### src/rtl/hazard_ctrl_pkg.sv
// hazard_ctrl_pkg: shared encodings and defaults for the stall controller
package hazard_ctrl_pkg;
    localparam int REG_W = 5;
    localparam logic [1:0] TUSE_NONE = 2'd3;
    localparam int MULT_CYCLES_DEF = 5;
    localparam int DIV_CYCLES_DEF = 10;

    typedef enum logic [1:0] {
        MD_IDLE,
        MD_BUSY,
        MD_LOAD
    } md_state_e;

    // A register read hazards if its writer's result arrives later than it is needed
    function automatic logic src_hazard(
        input logic [REG_W-1:0] src,
        input logic [1:0]       tuse,
        input logic [REG_W-1:0] e_a3,
        input logic [1:0]       e_tnew,
        input logic [REG_W-1:0] m_a3,
        input logic [1:0]       m_tnew
    );
        return (src != '0) &&
               ((src == e_a3 && tuse < e_tnew) || (src == m_a3 && tuse < m_tnew));
    endfunction
endpackage

### src/rtl/hazard_ctrl_md_busy_timer.sv
// md_busy_timer: countdown covering the multiply/divide unit busy window
module md_busy_timer
    import hazard_ctrl_pkg::*;
#(
    parameter int MULT_CYCLES = MULT_CYCLES_DEF,
    parameter int DIV_CYCLES  = DIV_CYCLES_DEF
) (
    input  logic clk,
    input  logic reset,
    input  logic E_md_start,
    input  logic E_md_is_div,
    output logic md_busy
);
    logic [3:0] md_cnt;
    md_state_e  state;

    // A new start always reloads, even mid-count
    always_comb state = E_md_start ? MD_LOAD : (md_cnt != '0 ? MD_BUSY : MD_IDLE);

    always_ff @(posedge clk) begin
        if (reset)
            md_cnt <= '0;
        else if (state == MD_LOAD)
            md_cnt <= E_md_is_div ? 4'(DIV_CYCLES) : 4'(MULT_CYCLES);
        else if (state == MD_BUSY)
            md_cnt <= md_cnt - 4'd1;
    end

    assign md_busy = md_cnt != '0;
endmodule

### src/rtl/hazard_ctrl.sv
// hazard_ctrl: Tuse/Tnew data-hazard and MDU-busy stall control.
// Define STALL_CNT_EN to add the 32-bit stall_cnt counter port.
module hazard_ctrl
    import hazard_ctrl_pkg::*;
#(
    parameter int MULT_CYCLES = MULT_CYCLES_DEF,
    parameter int DIV_CYCLES  = DIV_CYCLES_DEF
) (
    input  logic             clk,
    input  logic             reset,
    input  logic [REG_W-1:0] D_rs,
    input  logic [REG_W-1:0] D_rt,
    input  logic [1:0]       D_Tuse_rs,
    input  logic [1:0]       D_Tuse_rt,
    input  logic             D_is_md,
    input  logic [REG_W-1:0] E_A3,
    input  logic [1:0]       E_Tnew,
    input  logic [REG_W-1:0] M_A3,
    input  logic [1:0]       M_Tnew,
    input  logic             E_md_start,
    input  logic             E_md_is_div,
    output logic             stall,
    output logic             PC_WrEn,
    output logic             D_WrEn,
    output logic             E_flush,
`ifdef STALL_CNT_EN
    output logic [31:0]      stall_cnt,
`endif
    output logic             md_busy
);
    logic rs_haz, rt_haz, md_haz;

    md_busy_timer #(.MULT_CYCLES(MULT_CYCLES), .DIV_CYCLES(DIV_CYCLES)) u_timer (
        .clk         (clk),
        .reset       (reset),
        .E_md_start  (E_md_start),
        .E_md_is_div (E_md_is_div),
        .md_busy     (md_busy)
    );

    always_comb begin
        rs_haz  = src_hazard(D_rs, D_Tuse_rs, E_A3, E_Tnew, M_A3, M_Tnew);
        rt_haz  = src_hazard(D_rt, D_Tuse_rt, E_A3, E_Tnew, M_A3, M_Tnew);
        md_haz  = D_is_md && (md_busy || E_md_start);
        stall   = !reset && (rs_haz || rt_haz || md_haz);
        PC_WrEn = !stall;
        D_WrEn  = !stall;
        E_flush = stall;
    end

`ifdef STALL_CNT_EN
    always_ff @(posedge clk) begin
        if (reset)
            stall_cnt <= '0;
        else if (stall)
            stall_cnt <= stall_cnt + 32'd1;
    end
`endif
endmodule

### config.mk
export PLATFORM = sky130hd
export DESIGN_NAME = hazard_ctrl
export DESIGN_NICKNAME = d
export VERILOG_FILES = /design/src/rtl/hazard_ctrl_pkg.sv /design/src/rtl/hazard_ctrl_md_busy_timer.sv /design/src/rtl/hazard_ctrl.sv
export SDC_FILE = /design/constraint.sdc
export NUM_CORES = 1
export LEC_CHECK = 0
export ABC_AREA = 1
export CAP_MARGIN = 20
export CORE_ASPECT_RATIO = 1.2
export CORE_MARGIN = 3
export CORE_UTILIZATION = 43
export DETAILED_ROUTE_END_ITERATION = 12
export PLACE_DENSITY = 0.86
export SLEW_MARGIN = 5
export SYNTH_ARGS = -nofsm -noshare
export SYNTH_HDL_FRONTEND = slang
export SYNTH_SLANG_ARGS = --single-unit
export TNS_END_PERCENT = 30
### constraint.sdc
create_clock -name clk -period 3.96 [get_ports clk]
set_input_delay 1.188 -clock clk [delete_from_list [all_inputs] [get_ports clk]]
set_output_delay 1.188 -clock clk [all_outputs]
set_load 0.02 [all_outputs]
==> flow_summary_export.csv <==
group,metric,value,unit
placed_design,dp_worst_setup_slack,-0.4213,ns
setup_path,reg2reg_depth,8,
setup_path,crit_arrival,2.58,ns
power_and_ir_drop,vdd.ir_drop.worst,0.0001409,V
layout,area_growth,59.57,%
synth,yosys_warnings,0,
sta,slew_viol_final,0,
synth,syn_area,764.5,um2
floorplan,core,1662,um2
min_path,min_path_type,"reg2reg",
setup_path,rrSetupSlack,2.60,ns
setup_path,reg2reg_to,"u_timer.md_cnt[1]",
sta,worst_pin_slew,0.2913,ns
sta,fin_ws,0.1909,ns
cts,cts_tree,"done",
global_route,grt_pass1_wl,3.615,mm
synth,synth.area.top_cells,"nand2_1 (25%), inv_1 (14%), dfxtp_1 (10%)",
detailed_routing,dr.pass1.iters,4,
setup_path,worstSetupStartpoint,"D_rs[0]",
global_route,grt_usage,0.2042,
synth,avgSynthCellArea,5.309,um2
detailed_routing,dr.first_iter.drc_count,17,
placed_design,dp.cells,204,
floorplan,die_height,52.19,um
sta,hold_viol,0,
global_route,use_met2,0.4019,
global_route,antenna_found_initial,0,
detailed_routing,via_count,998,
layout,n_antenna_cell,0,
detailed_routing,ant_nets,0,
global_route,top_usage_layer,"met2",
sta,grt_setup_unrepaired,"false",
power_and_ir_drop,p_leak,0.0007074,uW
cts,cts.path.max_buffers,2,
cts,h-tree-depth,1,
setup_path,endpoint,"stall",
setup_path,cp_max_fo,3,
setup_path,critPathKind,"in2out",
job,drv_cap,0,
layout,reg_top3,"u_timer.md_cnt: 4 flops",
global_route,globalRoute.totalOverflow,0,
layout,drive_gt1_frac,0.1376,
synth,syn-num-nets,183,
global_route,grt_use_met1,0.2136,
setup_path,slowest_stage,"clkdlybuf4s50_1",
cts,cts_setup_buffers,0,
placed_design,portBuffers,37,
sta,period_share,0.9518,
cts,cts_made_buffers,3,
detailed_routing,routedWlPerCell,11.02,um
synth,synth_top_area_cell,"nand2_1",
layout,mostFrequentLayoutCells,"nand2_1 (50), clkdlybuf4s50_1 (29), inv_1 (26)",
power_and_ir_drop,fin_total_pwr,255.5,uW
layout,finalNonFillerCells,207,
power_and_ir_drop,powerDensity,209.4,nW/um2
setup_path,worstPathCellList,"clkdlybuf4s50_1, inv_1, nand2_1, nand3_1, nor2_1, nand3_1, nand2_1, nand2_1, nand3_2, nand2_2, inv_2, buf_6",
floorplan,die_w,44.49,um
setup_path,cp_top_family,"buffers and inverters",
global_route,grt_pass1_vias,966,
status,status,"completed",
floorplan,start_util,0.4601,
detailed_routing,drc,0,
setup_path,start_kind,"input port",
layout,nNetsFinal,230,
setup_path,cp_common_cell,"nand2_1",
setup_path,slowest_delay,0.51,ns
layout,fillers,160,
setup_path,worst-path-stages,12,
floorplan,rows,16,
sta,fin_crit,3.769,ns
cts,clockRootBuffer,"clkbuf_4",
synth,synthCells,144,
cts,ctsHoldBuffers,0,
setup_path,path_buf_inv,4,
setup_path,endpoint_kind,"output pin",
placed_design,gp_congestion,0.8367,
floorplan,io_pins,38,
synth,yosys_register_bits,4,
detailed_routing,viasPerCell,4.821,
layout,regMostFlops,"u_timer.md_cnt",
sta,setup_violations,0,
sta,fmax,0.2653,GHz
cts,clk_pin_slew,0.04,ns
setup_path,reg2reg_from,"u_timer.md_cnt[0]",
floorplan,die_area,2322,um2
sta,slew_headroom,0.8047,
global_route,met3_usage,0.02062,
cts,clock_latency,0.24,ns
synth,ys_types,22,
layout,layout_commonest_cell,"nand2_1",
setup_path,worstPathRequired,2.77,ns
synth,synth_top_area_share,0.2455,
global_route,grt_max_degree,5,
synth,yosysSeqAreaShare,0.1047,
sta,skew,0.003496,ns
detailed_routing,wl,2.282,mm
placed_design,dp_hpwl,1.957,mm
layout,largest_register_ffs,4,
cts,cts.sinks,4,
==> power breakdown <==
part	internal (uW)	switching, uW
Clock	34.2	21.0
Combinational	76.5	71.7
Sequential	46.7	5.32
Total	157	98.0
==> tightest hold or removal path, cell delays in order (launching register included) <==
cell,delay (ns)
dfxtp_1,0.32
o21ai_0,0.17
a21oi_1,0.05
==> cells in the mapped netlist <==
cell      number
nand2_1       50
inv_1         28
nor2_1        15
nand3_1        8
ha_1           6
dfxtp_1        4
inv_2          4
a21boi_0       3
nor3_1         3
xnor2_1        3
a211oi_1       2
a21oi_1        2
buf_4          2
nand2_2        2
nor2_2         2
o21ai_1        2
o21bai_1       2
xor2_1         2
a221oi_1       1
nand3_2        1
nor3_2         1
o21ai_0        1
==> worst min path at each step <==
stage          slack (ns)              start  depth (start not counted)           endpoint
2_1_floorplan        0.52  u_timer.md_cnt[1]                          2  u_timer.md_cnt[1]
5_1_grt              0.62  u_timer.md_cnt[1]                          2  u_timer.md_cnt[1]
3_5_place_dp         0.57  u_timer.md_cnt[3]                          2  u_timer.md_cnt[3]
6_report             0.59  u_timer.md_cnt[1]                          2  u_timer.md_cnt[1]
3_3_place_gp         0.55  u_timer.md_cnt[1]                          2  u_timer.md_cnt[1]
4_1_cts              0.59  u_timer.md_cnt[1]                          2  u_timer.md_cnt[1]
==> layout make-up <==
class / instances / area, um2 / share of cell area
clock buffer: 3 / 22.52 / 0.01846
inverter: 32 / 120.1 / 0.09846
multi-input combinational: 106 / 549.3 / 0.4503
sequential: 4 / 80.08 / 0.06564
tap: 18 / 22.52 / 0.01846
timing repair buffer: 44 / 425.4 / 0.3487
==> layer usage <==
layer  part of all wire  vias to the layer above
met4              0.019                        0
li1                   -                      528
met3              0.042                        4
met2               0.54                       28
met1               0.40                      438
met5                  0                        -
==> repair_timing <==
action / CTS / global route
pin swaps: 0 / 6
gates resized for setup: 19 / 10
endpoints found under the hold margin: 0 / 0
endpoints found under the setup margin: 4 / 4
==> cell families after synthesis <==
family	after synthesis	synth area share
simple gates	82	0.4501
buf+inv	34	0.1767
compound gates	13	0.1129
fa+ha+maj	6	0.09820
xor+xnor	5	0.05729
flops	4	0.1048
==> per-stage QoR <==
| stage | hold slack, ns | utilization | TNS [ns] | cell area [um2] |
|---|---|---|---|---|
| 2_1_floorplan | 0.5249 | - | 0 | 764.5 |
| 3_3_place_gp | 0.5473 | 0.7191 | -1.404 | 1195 |
| 3_5_place_dp | 0.5685 | 0.7191 | -1.651 | 1195 |
| 4_1_cts | 0.5892 | 0.7206 | 0 | 1197 |
| 5_1_grt | 0.6150 | 0.7342 | 0 | 1220 |
| 6_report | 0.5855 | 0.7342 | 0 | 1220 |
Power figures use the tool's default switching activity.
